### config.mk
export PLATFORM = sky130hd
export DESIGN_NAME = core_run_ctrl
export DESIGN_NICKNAME = d
export VERILOG_FILES = /design/src/rtl/core_run_ctrl_pkg.sv /design/src/rtl/core_run_ctrl_irq_chan_timer.sv /design/src/rtl/core_run_ctrl.sv
export SDC_FILE = /design/constraint.sdc
export NUM_CORES = 1
export LEC_CHECK = 0
export CAP_MARGIN = 25
export CELL_PAD_IN_SITES_DETAIL_PLACEMENT = 0
export CELL_PAD_IN_SITES_GLOBAL_PLACEMENT = 1
export CORE_ASPECT_RATIO = 2
export CORE_MARGIN = 1
export CORE_UTILIZATION = 26
export DETAILED_ROUTE_END_ITERATION = 7
export PLACE_DENSITY = 0.75
export SLEW_MARGIN = 20
export SYNTH_ARGS = -nofsm -noshare
export SYNTH_HDL_FRONTEND = slang
export SYNTH_SLANG_ARGS = --single-unit
### constraint.sdc
create_clock -name clk -period 1.7 [get_ports clk]
set_clock_uncertainty 0.15 [all_clocks]
set_input_delay 0.34 -clock clk [delete_from_list [all_inputs] [get_ports clk]]
set_output_delay 0.34 -clock clk [all_outputs]
set_load 0.03 [all_outputs]
### src/rtl/core_run_ctrl_pkg.sv
// Shared types for the core run controller: FSM state encoding and verdict codes.
package core_run_ctrl_pkg;

  typedef enum logic [1:0] {
    IDLE  = 2'd0,
    RESET = 2'd1,
    RUN   = 2'd2,
    DONE  = 2'd3
  } run_state_t;

  localparam logic [1:0] FAIL_NONE    = 2'd0;
  localparam logic [1:0] FAIL_ERR     = 2'd1;
  localparam logic [1:0] FAIL_TIMEOUT = 2'd2;

endpackage

### src/rtl/core_run_ctrl_irq_chan_timer.sv
// One interrupt channel: down-counting period timer with a sticky pending flag.
module irq_chan_timer #(
  parameter int PER_W = 8
) (
  input  logic             clk,
  input  logic             rst_n,
  input  logic             clr,
  input  logic             count_en,
  input  logic             en,
  input  logic [PER_W-1:0] period,
  input  logic             ack,
  output logic             pending
);

  logic [PER_W-1:0] cnt;
  logic [PER_W-1:0] cur;
  logic             active;
  logic             hit;

  // cnt==0 means "reload pending": the period is sampled only here, so a new
  // period value takes effect at the next reload.
  assign cur    = (cnt == '0) ? period : cnt;
  assign active = count_en && en && (period != '0);
  assign hit    = active && (cur == PER_W'(1));

  always_ff @(posedge clk) begin
    if (!rst_n || clr) begin
      cnt     <= '0;
      pending <= 1'b0;
    end else begin
      if (active) begin
        cnt <= hit ? '0 : cur - 1'b1;
      end
      if (hit) begin
        pending <= 1'b1;
      end else if (ack) begin
        pending <= 1'b0;
      end
    end
  end

endmodule

### src/rtl/core_run_ctrl.sv
// Run controller: sequences core reset, optionally generates periodic interrupts
// (macro CORE_RUN_CTRL_IRQ_GEN_EN), and reports a pass/fail verdict per run.
//
// state | meaning
// IDLE  | waiting for start, core held in reset
// RESET | core_rst_n low for RST_CYCLES cycles
// RUN   | core running, cycle_count advancing, termination checks active
// DONE  | verdict held until the next start
module core_run_ctrl
  import core_run_ctrl_pkg::*;
#(
  parameter int RST_CYCLES     = 8,
  parameter int IRQ_CH         = 4,
  parameter int PER_W          = 8,
  parameter int CNT_W          = 16,
  parameter int TIMEOUT_CYCLES = 300,
  parameter int WFI_SETTLE     = 4
) (
  input  logic                    clk,
  input  logic                    rst_n,
  input  logic                    start,
  input  logic                    pc_init_sel,
  input  logic [IRQ_CH-1:0]       irq_en,
  input  logic [IRQ_CH*PER_W-1:0] irq_period,
  input  logic [IRQ_CH-1:0]       irq_ack,
  input  logic                    core_wfi,
  input  logic                    core_unexcp_err,
  output logic                    core_rst_n,
  output logic                    pc_init_use,
  output logic                    extenal_interrupt,
  output logic [IRQ_CH-1:0]       irq_pending,
  output logic                    busy,
  output logic                    done,
  output logic                    pass,
  output logic [1:0]              fail_code,
  output logic [CNT_W-1:0]        cycle_count
);

  localparam int RC_W = (RST_CYCLES > 1) ? $clog2(RST_CYCLES) : 1;
  localparam int SC_W = (WFI_SETTLE > 1) ? $clog2(WFI_SETTLE) : 1;

  run_state_t      state, next_state;
  logic [RC_W-1:0] rst_cnt;
  logic [SC_W-1:0] settle_cnt;
  logic            enter_reset;
  logic            terminate;
  logic            quiet;
  logic            settle_hit;
  logic            timeout_hit;

  assign quiet       = core_wfi && !extenal_interrupt;
  assign settle_hit  = quiet && (settle_cnt == SC_W'(WFI_SETTLE - 1));
  assign timeout_hit = (cycle_count == CNT_W'(TIMEOUT_CYCLES - 1));

  always_ff @(posedge clk) begin
    if (!rst_n) state <= IDLE;
    else        state <= next_state;
  end

  always_comb begin
    next_state  = state;
    enter_reset = 1'b0;
    terminate   = 1'b0;
    case (state)
      IDLE, DONE: begin
        if (start) begin
          next_state  = RESET;
          enter_reset = 1'b1;
        end
      end
      RESET: begin
        if (rst_cnt == '0) next_state = RUN;
      end
      RUN: begin
        if (core_unexcp_err || settle_hit || timeout_hit) begin
          next_state = DONE;
          terminate  = 1'b1;
        end
      end
      default: next_state = IDLE;
    endcase
  end

  always_ff @(posedge clk) begin
    if (!rst_n) begin
      rst_cnt     <= '0;
      settle_cnt  <= '0;
      cycle_count <= '0;
      pass        <= 1'b0;
      fail_code   <= FAIL_NONE;
      pc_init_use <= 1'b0;
    end else if (enter_reset) begin
      rst_cnt     <= RC_W'(RST_CYCLES - 1);
      settle_cnt  <= '0;
      cycle_count <= '0;
      pass        <= 1'b0;
      fail_code   <= FAIL_NONE;
      pc_init_use <= pc_init_sel;
    end else if (state == RESET) begin
      if (rst_cnt != '0) rst_cnt <= rst_cnt - 1'b1;
    end else if (state == RUN) begin
      if (terminate) begin
        // error outranks pass, pass outranks timeout
        pass      <= !core_unexcp_err && settle_hit;
        fail_code <= core_unexcp_err ? FAIL_ERR :
                     settle_hit      ? FAIL_NONE : FAIL_TIMEOUT;
      end else begin
        cycle_count <= cycle_count + 1'b1;
        settle_cnt  <= quiet ? settle_cnt + 1'b1 : '0;
      end
    end
  end

  assign core_rst_n = (state == RUN) || (state == DONE);
  assign busy       = (state == RESET) || (state == RUN);
  assign done       = (state == DONE);

`ifdef CORE_RUN_CTRL_IRQ_GEN_EN
  for (genvar i = 0; i < IRQ_CH; i++) begin : g_chan
    irq_chan_timer #(.PER_W(PER_W)) u_chan (
      .clk      (clk),
      .rst_n    (rst_n),
      .clr      (enter_reset),
      .count_en (state == RUN),
      .en       (irq_en[i]),
      .period   (irq_period[i*PER_W +: PER_W]),
      .ack      (irq_ack[i]),
      .pending  (irq_pending[i])
    );
  end

  always_ff @(posedge clk) begin
    if (!rst_n || enter_reset) extenal_interrupt <= 1'b0;
    else                       extenal_interrupt <= |(irq_pending & irq_en);
  end
`else
  logic unused_irq;
  assign unused_irq        = ^{irq_en, irq_period, irq_ack};
  assign irq_pending       = '0;
  assign extenal_interrupt = 1'b0;
`endif

endmodule
==> flow_metrics.tcl, run 1 <==
set metrics [dict create \
    outcome "finished, violations left" \
    violations "setup timing" \
    fin_crit_ns 1.92 \
    die_x_um 55.9 \
    critPathRequiredTime_ns 1.76 \
    synth.distinct_cells 45 \
    clk_path_buf_depth 2 \
    coreArea_mm2 0.00552 \
    power_leakage_nw 1.07 \
    grt.total_usage_pct 14.2 \
    area_delta_synth_final_pct 72.2 \
    crit_path_max_incr_delay_ns 0.37 \
    row_count 38 \
    clk_latency_ns 0.27 \
    yosysWarningCount 0 \
    h-tree-depth 1 \
    hold_violations 0 \
    cts_hold_buf 0 \
    die_h_um 110 \
    worst-path-buf-inv 2 \
    crit_path_start_kind "flip-flop" \
    rsz0062_at_grt "yes" \
    powerDensity_mw_per_mm2 987 \
    dpl.cell_count 293 \
    totalWireLength_um 4290 \
    min_delay_path_depth 2 \
    start_util_pct 27.4 \
    post_dp_cell_area_mm2 0.00218 \
    synth_area_leaders "dfxtp_1 36%, ha_1 6.6%, a21oi_1 4.0%" \
    final-max-slew-violation-count 0 \
    grt_pass1_wl_um 6890 \
    min_path_type "reg -> reg" \
    synth_top_area_share_pct 35.8 \
    hold_end "pc_init_use" \
    power_w 0.00257 \
    final.setup.worst_slack_ns -0.215 \
    cp_common_cell "buf_6" \
    crit_path_cell_trace "buf_6, ha_4, nor3b_4, nand4_1, buf_6, or3_1, a21oi_1" \
    ios 74 \
    nets 307 \
    cts_sinks 27 \
    syn_area_per_cell_um2 8.82 \
    drt_iter0_drc 36 \
    antenna_found_initial 0 \
    grt_remaining_overflow 0 \
    grt_max_degree 15 \
    ys_async_sr_fraction_pct 0 \
    synth_edf_count 0 \
    diodes 0 \
    ant_nets 0 \
    stdcell_count 312 \
    globalplace.congestion 0.791 \
    setup_violations 12 \
    vias 1599 \
    path_delay_family "simple AND/OR/NAND/NOR gates" \
    seq_area_frac_synth_pct 35.8 \
    hpwl_um 3150 \
    path_max_fanout 6 \
    viasPerCell 5.13 \
    cts_tree "yes" \
    dr.pass1.iters 4 \
    port_buffers 28 \
    synth.ff_latch_count 27 \
    cap_viol_max_count 0 \
    arrival_ns 1.98 \
    worstReg2RegStart "state[0]" \
    peakVddDrop_uv 1220 \
    rr_worst_depth 7 \
    drc 0 \
    min_period_over_period_pct 113 \
    worstHoldStart "pc_init_use" \
    ff2ff_setup_slack_ns -0.22 \
    clkTransAtPathRegs_ns 0.09 \
    cts-root-buf "clkbuf_8" \
    fin_area_mm2 0.00260 \
    end_kind "flip-flop" \
    routedWlPerCell_um 13.7 \
    syn-cell-area_mm2 0.00151 \
    die_area_mm2 0.00613 \
    numCtsBuffers 3 \
    synth_top_cell_by_area "dfxtp_1" \
    grt_pass1_vias 1596 \
    slowest_stage "dfxtp_4" \
    mostFrequentLayoutCells "45 x buf_4, 17 x dfxtp_1, 17 x dlygate4sd2_1" \
    drive_above_1_share_pct 45.2 \
    synth_flop_cell "dfxtp_1" \
    synthCells 171 \
    r2r_end "cycle_count[10]" \
    max_clock_freq_mhz 522 \
    path_class "reg -> reg" \
    final_common_cell "buf_4" \
]
[sequential cells by signal, indices dropped and copies added, names as in the netlist]
name,count
fail_code,2
state,2
rst_cnt,3
cycle_count,16
pc_init_use,1
pass,1
settle_cnt,2
[cell type report]
| class | instances | area, um2 |
|---|---|---|
| sequential | 27 | 563 |
| multi-input combinational | 132 | 1160 |
| timing repair buffer | 82 | 726 |
| tap | 60 | 75.1 |
| fill | 541 | 2920 |
| clock buffer | 4 | 45.0 |
| inverter | 7 | 31.3 |
[repair_timing]
action                                  in CTS  in global routing
cloned                                       1                  0
endpoints found under the setup margin      37                 25
pin swaps                                   22                 14
gates resized for setup                     62                 33
setup buffers                               12                  6
[report_power, final]
group          total, W  internal (W)  leakage [nW]  switching (W)
clock network  0.000371      0.000168        0.0228       0.000203
registers      0.000776      0.000712         0.225      0.0000635
logic           0.00142      0.000763         0.826       0.000656
[worst register-to-register path, delay by kind of cell, from the launching register on]
kind | cells | cell delay [ns]
AOI/OAI and AO/OA | 1 | 0.13
adders and majority gates | 1 | 0.17
buffers and inverters | 2 | 0.28
DFF | 1 | 0.37
and+or+nand+nor | 3 | 0.77
[worst max-delay path by stage]
stage | end | from | cells after the start | slack [ns]
4_1_cts | core_rst_n | state[1] | 3 | -0.22
3_5_place_dp | cycle_count[10] | core_unexcp_err | 5 | -0.51
3_3_place_gp | cycle_count[10] | core_unexcp_err | 5 | -0.44
5_1_grt | cycle_count[10] | state[0] | 7 | -0.31
2_1_floorplan | cycle_count[10] | state[0] | 6 | -0.11
6_report | cycle_count[10] | state[0] | 7 | -0.22
[cells in the mapped netlist (2+ instances only)]
cell type	instances
inv_1	7
nand3_1	8
nand2b_1	6
nand4_1	8
o311ai_0	5
nand2_1	15
ha_1	8
xor2_1	3
o21ai_0	11
o41ai_1	5
buf_4	5
a21oi_1	12
and2_1	5
clkbuf_1	3
nor2_1	4
nor4_1	2
dfxtp_1	27
xnor2_1	2
or3_1	5
or2_2	2
a21boi_0	4
[kinds of logic (layout without fill, tap and decap cells)]
family                   after synthesis  count (layout)  share of synthesized area [%]
AO/OA/AOI/OAI                         47              47                           21.1
XOR/XNOR                               5               5                           2.90
adder cells (fa/ha/maj)                8               8                           6.63
buffers and inverters                 17              93                           6.05
flip-flops                            27              27                           35.8
multiplexers                           2               2                           1.41
other                                  1               5                          0.249
AND/OR/NAND/NOR                       64              65                           25.8
[through the flow]
step	setup TNS [ns]	utilization (%)	hold slack, ns	setup WS, ns
floorplan	-0.442	-	0.303	-0.113
global route	-2.66	47.1	0.346	-0.306
detailed placement	-7.20	39.6	0.312	-0.509
finish	-1.73	47.1	0.320	-0.215
CTS	-1.67	44.7	0.327	-0.215
global placement	-6.00	39.6	0.308	-0.441
[per-layer routing]
| metal | GRT usage (%) | share of wire [%] |
|---|---|---|
| met1 | 12.7 | 35 |
| met2 | 28.4 | 58 |
| met3 | 1.65 | 2.6 |
| met4 | 10.6 | 4.2 |
| met5 | 0 | 0 |
No activity file was read; power rests on OpenSTA's default activity.
==> run 2, diff against run 1 <==
--- a/config.mk
+++ b/config.mk
@@ -12,8 +12,9 @@
 export CORE_MARGIN = 1
 export CORE_UTILIZATION = 26
 export DETAILED_ROUTE_END_ITERATION = 7
+export GPL_TIMING_DRIVEN = 0
 export PLACE_DENSITY = 0.75
-export SLEW_MARGIN = 20
+export SLEW_MARGIN = 10
 export SYNTH_ARGS = -nofsm -noshare
 export SYNTH_HDL_FRONTEND = slang
 export SYNTH_SLANG_ARGS = --single-unit
==> flow_metrics.tcl, run 2 (synthesized netlist as in run 1, its figures left out) <==
set metrics [dict create \
    outcome "finished, violations left" \
    violations "setup timing" \
    antenna_found_initial 0 \
    mostFrequentLayoutCells "17 x buf_4, 17 x dfxtp_1, 15 x dlygate4sd2_1" \
    cts_hold_buf 0 \
    vias 1469 \
    rsz0062_at_grt "yes" \
    min_path_type "in -> reg" \
    drt_iter0_drc 29 \
    fin_crit_ns 1.86 \
    largest_reg_flops 16 \
    switching_share_pct 39.0 \
    switchingPower_w 0.000934 \
    cts_sinks 27 \
    totalWireLength_um 4410 \
    final_util_pct 42.6 \
    arrival_ns 1.88 \
    clkTransAtPathRegs_ns 0.10 \
    ios 74 \
    hpwl_um 3010 \
    tns_ns -1.19 \
    drive_above_1_share_pct 40.7 \
    cts_tree "yes" \
    grt_pass1_vias 1450 \
    regMostFlops "cycle_count" \
    cts-root-buf "clkbuf_8" \
    path_class "reg -> reg" \
    final-max-slew-violation-count 0 \
    diodes 0 \
    setup_violations 14 \
    p_int_w 0.00146 \
    p_comb_share_pct 50.9 \
    coreArea_mm2 0.00552 \
    hold_violations 0 \
    final.setup.worst_slack_ns -0.164 \
    max_clock_freq_mhz 536 \
    routedWlPerCell_um 15.7 \
    numCtsBuffers 3 \
    path_max_fanout 5 \
    power_leakage_nw 0.874 \
    slowest_stage "dfxtp_4" \
    crit_path_cell_trace "inv_4, ha_4, nor3b_4, nand4_1, buf_6, o311ai_4, o41ai_1" \
    die_h_um 110 \
    grt.total_usage_pct 14.5 \
    globalplace.congestion 0.835 \
    fin_area_mm2 0.00235 \
    row_count 38 \
    cap_viol_max_count 0 \
    crit_path_start_kind "flip-flop" \
    critPathRequiredTime_ns 1.72 \
    nets 276 \
    grt_pass1_wl_um 6870 \
    port_buffers 27 \
    dr.pass1.iters 4 \
    h-tree-depth 1 \
    peakVddDrop_uv 734 \
    crit_path_max_incr_delay_ns 0.40 \
    die_x_um 55.9 \
    die_area_mm2 0.00613 \
    viasPerCell 5.23 \
    dpl.cell_count 262 \
    drc 0 \
    post_dp_cell_area_mm2 0.00192 \
    largestRegisters "cycle_count (16), rst_cnt (3)" \
    clk_latency_ns 0.28 \
    start_util_pct 27.4 \
    pwr-share-seq_pct 32.9 \
    clk_path_buf_depth 2 \
    clkPwrFrac_pct 16.2 \
    pre_cts_ws_ns -0.666 \
    grt_remaining_overflow 0 \
    area_delta_synth_final_pct 55.8 \
    ant_nets 0 \
    stdcell_count 281 \
    min_period_over_period_pct 110 \
    end_kind "flip-flop" \
    powerDensity_mw_per_mm2 1020 \
    grt_max_degree 15 \
]
## run 2: critical path: cells and delay by family, from the launching register on
family,cells,cell delay [ns]
compound gates,2,0.33
fa+ha+maj,1,0.16
buf+inv,2,0.22
flops,1,0.40
simple gates,2,0.48
## run 2: worst paths after layout
kind	slack, ns	to	startpoint	cells after the start
worst max-delay path	-0.16	cycle_count[12]	state[1]	7
worst min-delay path	0.30	state[1]	rst_n	3
worst max register to register	-0.16	cycle_count[12]	state[1]	7
worst min register to register	0.32	pc_init_use	pc_init_use	2
## run 2: per-stage QoR
step	hold slack [ns]	total power, W
floorplan	0.303	0.00140
global placement	0.303	0.00163
detailed placement	0.313	0.00165
CTS	0.300	0.00220
global route	0.329	0.00255
finish	0.297	0.00239
## run 2: power groups by stage
stage / clock network, W / registers, W / logic, W
after global placement: 0 / 0.000779 / 0.000853
after global routing: 0.000424 / 0.000802 / 0.00132
final: 0.000388 / 0.000787 / 0.00122
after CTS: 0.000404 / 0.000786 / 0.00101
after detailed placement: 0 / 0.000783 / 0.000866
after floorplan: 0 / 0.000790 / 0.000611
## run 2: area by class of cell
type                       instances  area (um2)
fill                             555        3160
multi-input combinational        131        1170
sequential                        27         563
timing repair buffer              42         384
buffer                            10        83.8
tap                               60        75.1
clock buffer                       4        45.0
inverter                           7        33.8
## run 2: layer usage
| metal | routed length (um) | share of wire [%] | vias up | GRT usage [%] |
|---|---|---|---|---|
| met5 | 0 | 0 | - | 0 |
| met4 | 166 | 3.8 | 0 | 8.54 |
| met1 | 1540 | 35 | 698 | 12.9 |
| li1 | - | - | 726 | - |
| met3 | 112 | 2.5 | 11 | 1.65 |
| met2 | 2590 | 59 | 34 | 30.0 |
## run 2: repair_timing
action / CTS / global route
cloned: 0 / 1
buffers inserted: 10 / 4
pin swaps: 17 / 11
resized for setup: 75 / 44
endpoints found under the setup margin: 47 / 30
==> edit 1, RTL diff (settings of run 1) <==
Change the parameter `WFI_SETTLE` from 4 to 2.
--- a/src/rtl/core_run_ctrl.sv
+++ b/src/rtl/core_run_ctrl.sv
@@ -14,7 +14,7 @@
   parameter int PER_W          = 8,
   parameter int CNT_W          = 16,
   parameter int TIMEOUT_CYCLES = 300,
-  parameter int WFI_SETTLE     = 4
+  parameter int WFI_SETTLE     = 2
 ) (
   input  logic                    clk,
   input  logic                    rst_n,
Function: same outputs for any inputs over 10 cycles, from zero or initial values and one cycle with rst_n low; that may be too few to reach the edited logic, so the function may still have changed.
==> edit 1 against run 1 <==
The run still ends with negative setup slack left. Total power fell by 7.6%. Area after synthesis shrank 4.6%. Worst hold slack worse by 0.0012 ns. Final cell count decreased by 3.5%. Sequential share of layout area up 1.2 points. Setup slack gained 0.076 ns. Sequential cell count is 1 lower. Combinational power down 18%. Final area is 9.8% lower. Core utilization decreased by 3.5 points. First-iteration DRC count fell by 25%. Wire length shrank 2.6%. Largest cell class unchanged.
==> edit 1: results (changes against run 1) <==
setup_path:
  cpPeakStageDelay_ns: 0.37  # about the same
  cp.arrival_ns: 1.87  # was 1.98 ns
  critPathSlowestCell: "dfxtp_4"  # unchanged
  reg2reg_to: "cycle_count[13]$_SDFFE_PP0P_"  # was cycle_count[10]$_SDFFE_PP0P_
  worstRegToRegCells: 7  # unchanged
  crit_fanout: 7  # was 6
clock_tree:
  path_clk_slew_ns: 0.10
  root_buffer: "clkbuf_8"  # unchanged
  htreeDepth: 1  # unchanged
  cts_buffers: 3  # unchanged
grt:
  grt_pass1_wl_um: 6570  # was 6890 µm
  grt_usage_pct: 15.6  # was 14.2%
  grt_pass1_vias: 1459  # was 1,596
  grt_start_max_net_pins: 16  # was 15
route:
  drt-initial-drc-count: 27  # was 36
  routed_wl_um: 4180  # was 4290 µm
  viasPerCell: 4.97  # was 5.13
placement:
  place_ws_ns: -0.298  # was -0.509 ns
  port_buffers: 28  # unchanged
  gp_congestion: 0.770  # was 0.791
  place_hpwl_um: 3340  # was 3150 µm
hold_path:
  worstHoldStart: "pc_init_use$_SDFFE_PN0P_"  # unchanged
timing:
  min_period_over_period_pct: 108  # was 113%
  finalSetupViolCount: 14  # was 12
  worst_slack_ns: -0.139  # was -0.215 ns
finish:
  drive_gt1_share_pct: 41.5  # was 45.2%
  nets: 295  # was 307
synthesis:
  synth_seq_area_share_pct: 36.2  # was 35.8%
  ys_top_cells_by_count: "26 x dfxtp_1, 17 x nand2_1, 10 x nand4_1"  # was 27 x dfxtp_1, 15 x nand2_1, 12 x a21oi_1
  synthTopCellsByArea: "dfxtp_1 36%, ha_1 6.1%, nand2_1 4.4%, nand4_1 4.3%, and4_1 3.0%"  # was dfxtp_1 36%, ha_1 6.6%, a21oi_1 4.0%, nand2_1 3.7%, o21ai_0 3.6%
power_and_ir_drop:
  vdd_drop_max_mv: 1.09  # was 1.22 mV
  p_leak_nw: 1.06  # was 1.07 nW
status:
  violations: "negative setup slack"  # unchanged
  outcome: "finished with violations"  # unchanged
[edit 1: logic make-up after synthesis]
family | after synthesis | synth area share [%]
AOI/OAI and AO/OA | 35 | 17.5
and+or+nand+nor | 67 | 26.9
buffers and inverters | 19 | 6.70
muxes | 3 | 2.17
adders and majority gates | 7 | 6.09
xor gates and xnor gates | 7 | 4.26
other | 1 | 0.261
DFF | 26 | 36.2
[edit 1: where the power goes]
part           switching, mW  leakage, nW  internal, mW
clock                  0.208       0.0339         0.256
combinational          0.616        0.814         0.545
sequential            0.0579        0.215         0.687
[edit 1: cell type report]
cell class / count / area (µm²)
Inverter: 6 / 25.0
Timing Repair Buffer: 81 / 664
Multi-Input combinational cell: 124 / 977
Sequential cell: 26 / 537
Tap cell: 60 / 75.1
Clock buffer: 4 / 66.3
Fill cell: 541 / 3030
[edit 1: metrics by stage]
stage	instances	instance area (µm²)	power, mW	setup TNS, ns	hold WS (ns)
2_1_floorplan	169	1540	1.37	-0.378	0.284
3_3_place_gp	294	2170	1.78	-4.35	0.303
3_5_place_dp	294	2170	1.80	-4.48	0.312
4_1_cts	298	2230	2.27	-1.29	0.324
5_1_grt	301	2340	2.53	-2.01	0.353
6_report	301	2340	2.37	-1.25	0.319
[edit 1: tightest hold or removal path, cell delays in order (launching register included)]
cell and delay [ns]:
dfxtp_1 0.32, nand2_1 0.04, a21boi_0 0.06
[edit 1: repair_timing]
action,4_1_cts,5_1_grt
endpoints found under the setup margin,39,29
pin swaps,1,6
resized for setup,31,32
buffers inserted,0,3
[edit 1: per-layer routing]
| layer | global-route usage (%) | share of wire, % |
|---|---|---|
| met1 | 15.9 | 36 |
| met2 | 28.5 | 59 |
| met3 | 1.42 | 1.7 |
| met4 | 8.24 | 2.9 |
| met5 | 0 | 0 |
==> edit 2, RTL diff (settings of run 1) <==
Without the edit above. Put one more register stage on the output `cycle_count`, cleared by the reset. The value now appears one clock later. The other outputs are not delayed to match. Comments in the files are not updated.
--- a/src/rtl/core_run_ctrl.sv
+++ b/src/rtl/core_run_ctrl.sv
@@ -39,6 +39,8 @@
   localparam int RC_W = (RST_CYCLES > 1) ? $clog2(RST_CYCLES) : 1;
   localparam int SC_W = (WFI_SETTLE > 1) ? $clog2(WFI_SETTLE) : 1;
 
+  logic [CNT_W-1:0] cycle_count_s0;
+
   run_state_t      state, next_state;
   logic [RC_W-1:0] rst_cnt;
   logic [SC_W-1:0] settle_cnt;
@@ -50,7 +52,7 @@
 
   assign quiet       = core_wfi && !extenal_interrupt;
   assign settle_hit  = quiet && (settle_cnt == SC_W'(WFI_SETTLE - 1));
-  assign timeout_hit = (cycle_count == CNT_W'(TIMEOUT_CYCLES - 1));
+  assign timeout_hit = (cycle_count_s0 == CNT_W'(TIMEOUT_CYCLES - 1));
 
   always_ff @(posedge clk) begin
     if (!rst_n) state <= IDLE;
@@ -85,14 +87,14 @@
     if (!rst_n) begin
       rst_cnt     <= '0;
       settle_cnt  <= '0;
-      cycle_count <= '0;
+      cycle_count_s0 <= '0;
       pass        <= 1'b0;
       fail_code   <= FAIL_NONE;
       pc_init_use <= 1'b0;
     end else if (enter_reset) begin
       rst_cnt     <= RC_W'(RST_CYCLES - 1);
       settle_cnt  <= '0;
-      cycle_count <= '0;
+      cycle_count_s0 <= '0;
       pass        <= 1'b0;
       fail_code   <= FAIL_NONE;
       pc_init_use <= pc_init_sel;
@@ -105,7 +107,7 @@
         fail_code <= core_unexcp_err ? FAIL_ERR :
                      settle_hit      ? FAIL_NONE : FAIL_TIMEOUT;
       end else begin
-        cycle_count <= cycle_count + 1'b1;
+        cycle_count_s0 <= cycle_count_s0 + 1'b1;
         settle_cnt  <= quiet ? settle_cnt + 1'b1 : '0;
       end
     end
@@ -140,4 +142,12 @@
   assign extenal_interrupt = 1'b0;
 `endif
 
+  always_ff @(posedge clk) begin
+    if (!rst_n) begin
+      cycle_count <= '0;
+    end else begin
+      cycle_count <= cycle_count_s0;
+    end
+  end
+
 endmodule
Check against the original RTL: no difference found for any inputs over 10 cycles, from zero or initial values and one cycle with rst_n low; that may be too few to reach the edited logic, so the function may still have changed.
==> edit 2 against run 1 <==
Area after synthesis rose by 28%. Via count rose by 15%. The flow still finishes with violations (negative setup slack). Wire length is 27% higher. Sequential cell count grew 16. Setup slack better by 0.029 ns. First-iteration DRC count is 14% higher. Total power up 41%. Sequential share of layout area grew 6.3 points. Final area is 20% higher. Largest power group unchanged.
==> edit 2: results (changes against run 1) <==
route:
  drt-initial-drc-count: 41  # was 36
  wl_met3_um: 158  # was 112 µm
  via_count: 1834  # was 1,599
  wl_met1_um: 1880  # was 1500 µm
clock_tree:
  cts_buffers: 5  # was 3
  post_cts_buffers: 8  # was 12
  htreeDepth: 2  # was 1
  cts_resized: 64  # was 62
  clkLatencyLatePin_ns: 0.29  # was 0.27 ns
  root_buffer: "clkbuf_16"  # was clkbuf_8
  path_clk_slew_ns: 0.06  # was 0.09 ns
synthesis:
  synth_adder_area_share_pct: 5.19  # was 6.63%
  yosysUniqueCellTypes: 43  # was 45
  synthMuxAreaShare_pct: 0.584  # was 1.41%
  synth_seq_area_share_pct: 44.7  # was 35.8%
  postSynthAreaPerCell_um2: 9.40  # was 8.82 µm²
  synth_compound_area_share_pct: 16.6  # was 21.1%
status:
  outcome: "finished with violations"  # unchanged
  violations: "negative setup slack"  # unchanged
power_and_ir_drop:
  p_leak_nw: 1.32  # was 1.07 nW
  p_sw_share_pct: 31.7  # was 36.0%
placement:
  place_hpwl_um: 4040  # was 3150 µm
  place_area_um2: 2670  # was 2180 µm²
  gp_congestion: 0.795  # was 0.791
setup_path:
  cpPeakStageDelay_ns: 0.34  # was 0.37 ns
  cp.arrival_ns: 1.90  # was 1.98 ns
  rr_startpoint: "settle_cnt[1]$_SDFFE_PP0P_"  # was state[0]$_SDFFE_PN0P_
  critPathSlowestCell: "dfxtp_2"  # was dfxtp_4
  crit_family: "compound AO/OA/AOI/OAI gates"  # was simple AND/OR/NAND/NOR gates
grt:
  grtUsageMet2_pct: 29.3  # was 28.4%
  use_met1_pct: 13.2  # was 12.7%
  grt_usage_pct: 14.7  # was 14.2%
  gr-usage-met3_pct: 2.20  # was 1.65%
  grt_pass1_vias: 1859  # was 1,596
timing:
  timing.hold.ws_ns: 0.309  # was 0.320 ns
  finalSetupViolCount: 14  # was 12
  fin_tns_setup_ns: -1.26  # was -1.73 ns
  worst_slack_ns: -0.187  # was -0.215 ns
finish:
  nets: 350  # was 307
-- edit 2: changes by cell type after synthesis, moves of 4 or more --
cell / delta
a21oi_1: +6
nor2_1: +5
nor3_1: +5
dfxtp_1: +16
nand4_1: -6
o21ai_0: -5
and2_1: +9
o311ai_0: -4
a211oi_1: +4
o41ai_1: -4
-- edit 2: final cells by class --
| class | count | area (µm²) |
|---|---|---|
| inverter | 9 | 38.8 |
| sequential | 43 | 876 |
| tap | 92 | 115 |
| clock buffer | 6 | 129 |
| timing repair buffer | 91 | 746 |
| clock inverter | 1 | 30.0 |
| multi-input combinational | 146 | 1190 |
| fill | 716 | 4090 |
-- edit 2: power by group through the flow --
| stage | clock (mW) | sequential [mW] | combinational [mW] |
|---|---|---|---|
| floorplan | 0 | 1.17 | 0.684 |
| global placement | 0 | 1.16 | 1.07 |
| detailed placement | 0 | 1.16 | 1.08 |
| CTS | 1.10 | 1.17 | 1.30 |
| global route | 1.14 | 1.17 | 1.49 |
| finish | 1.07 | 1.17 | 1.38 |
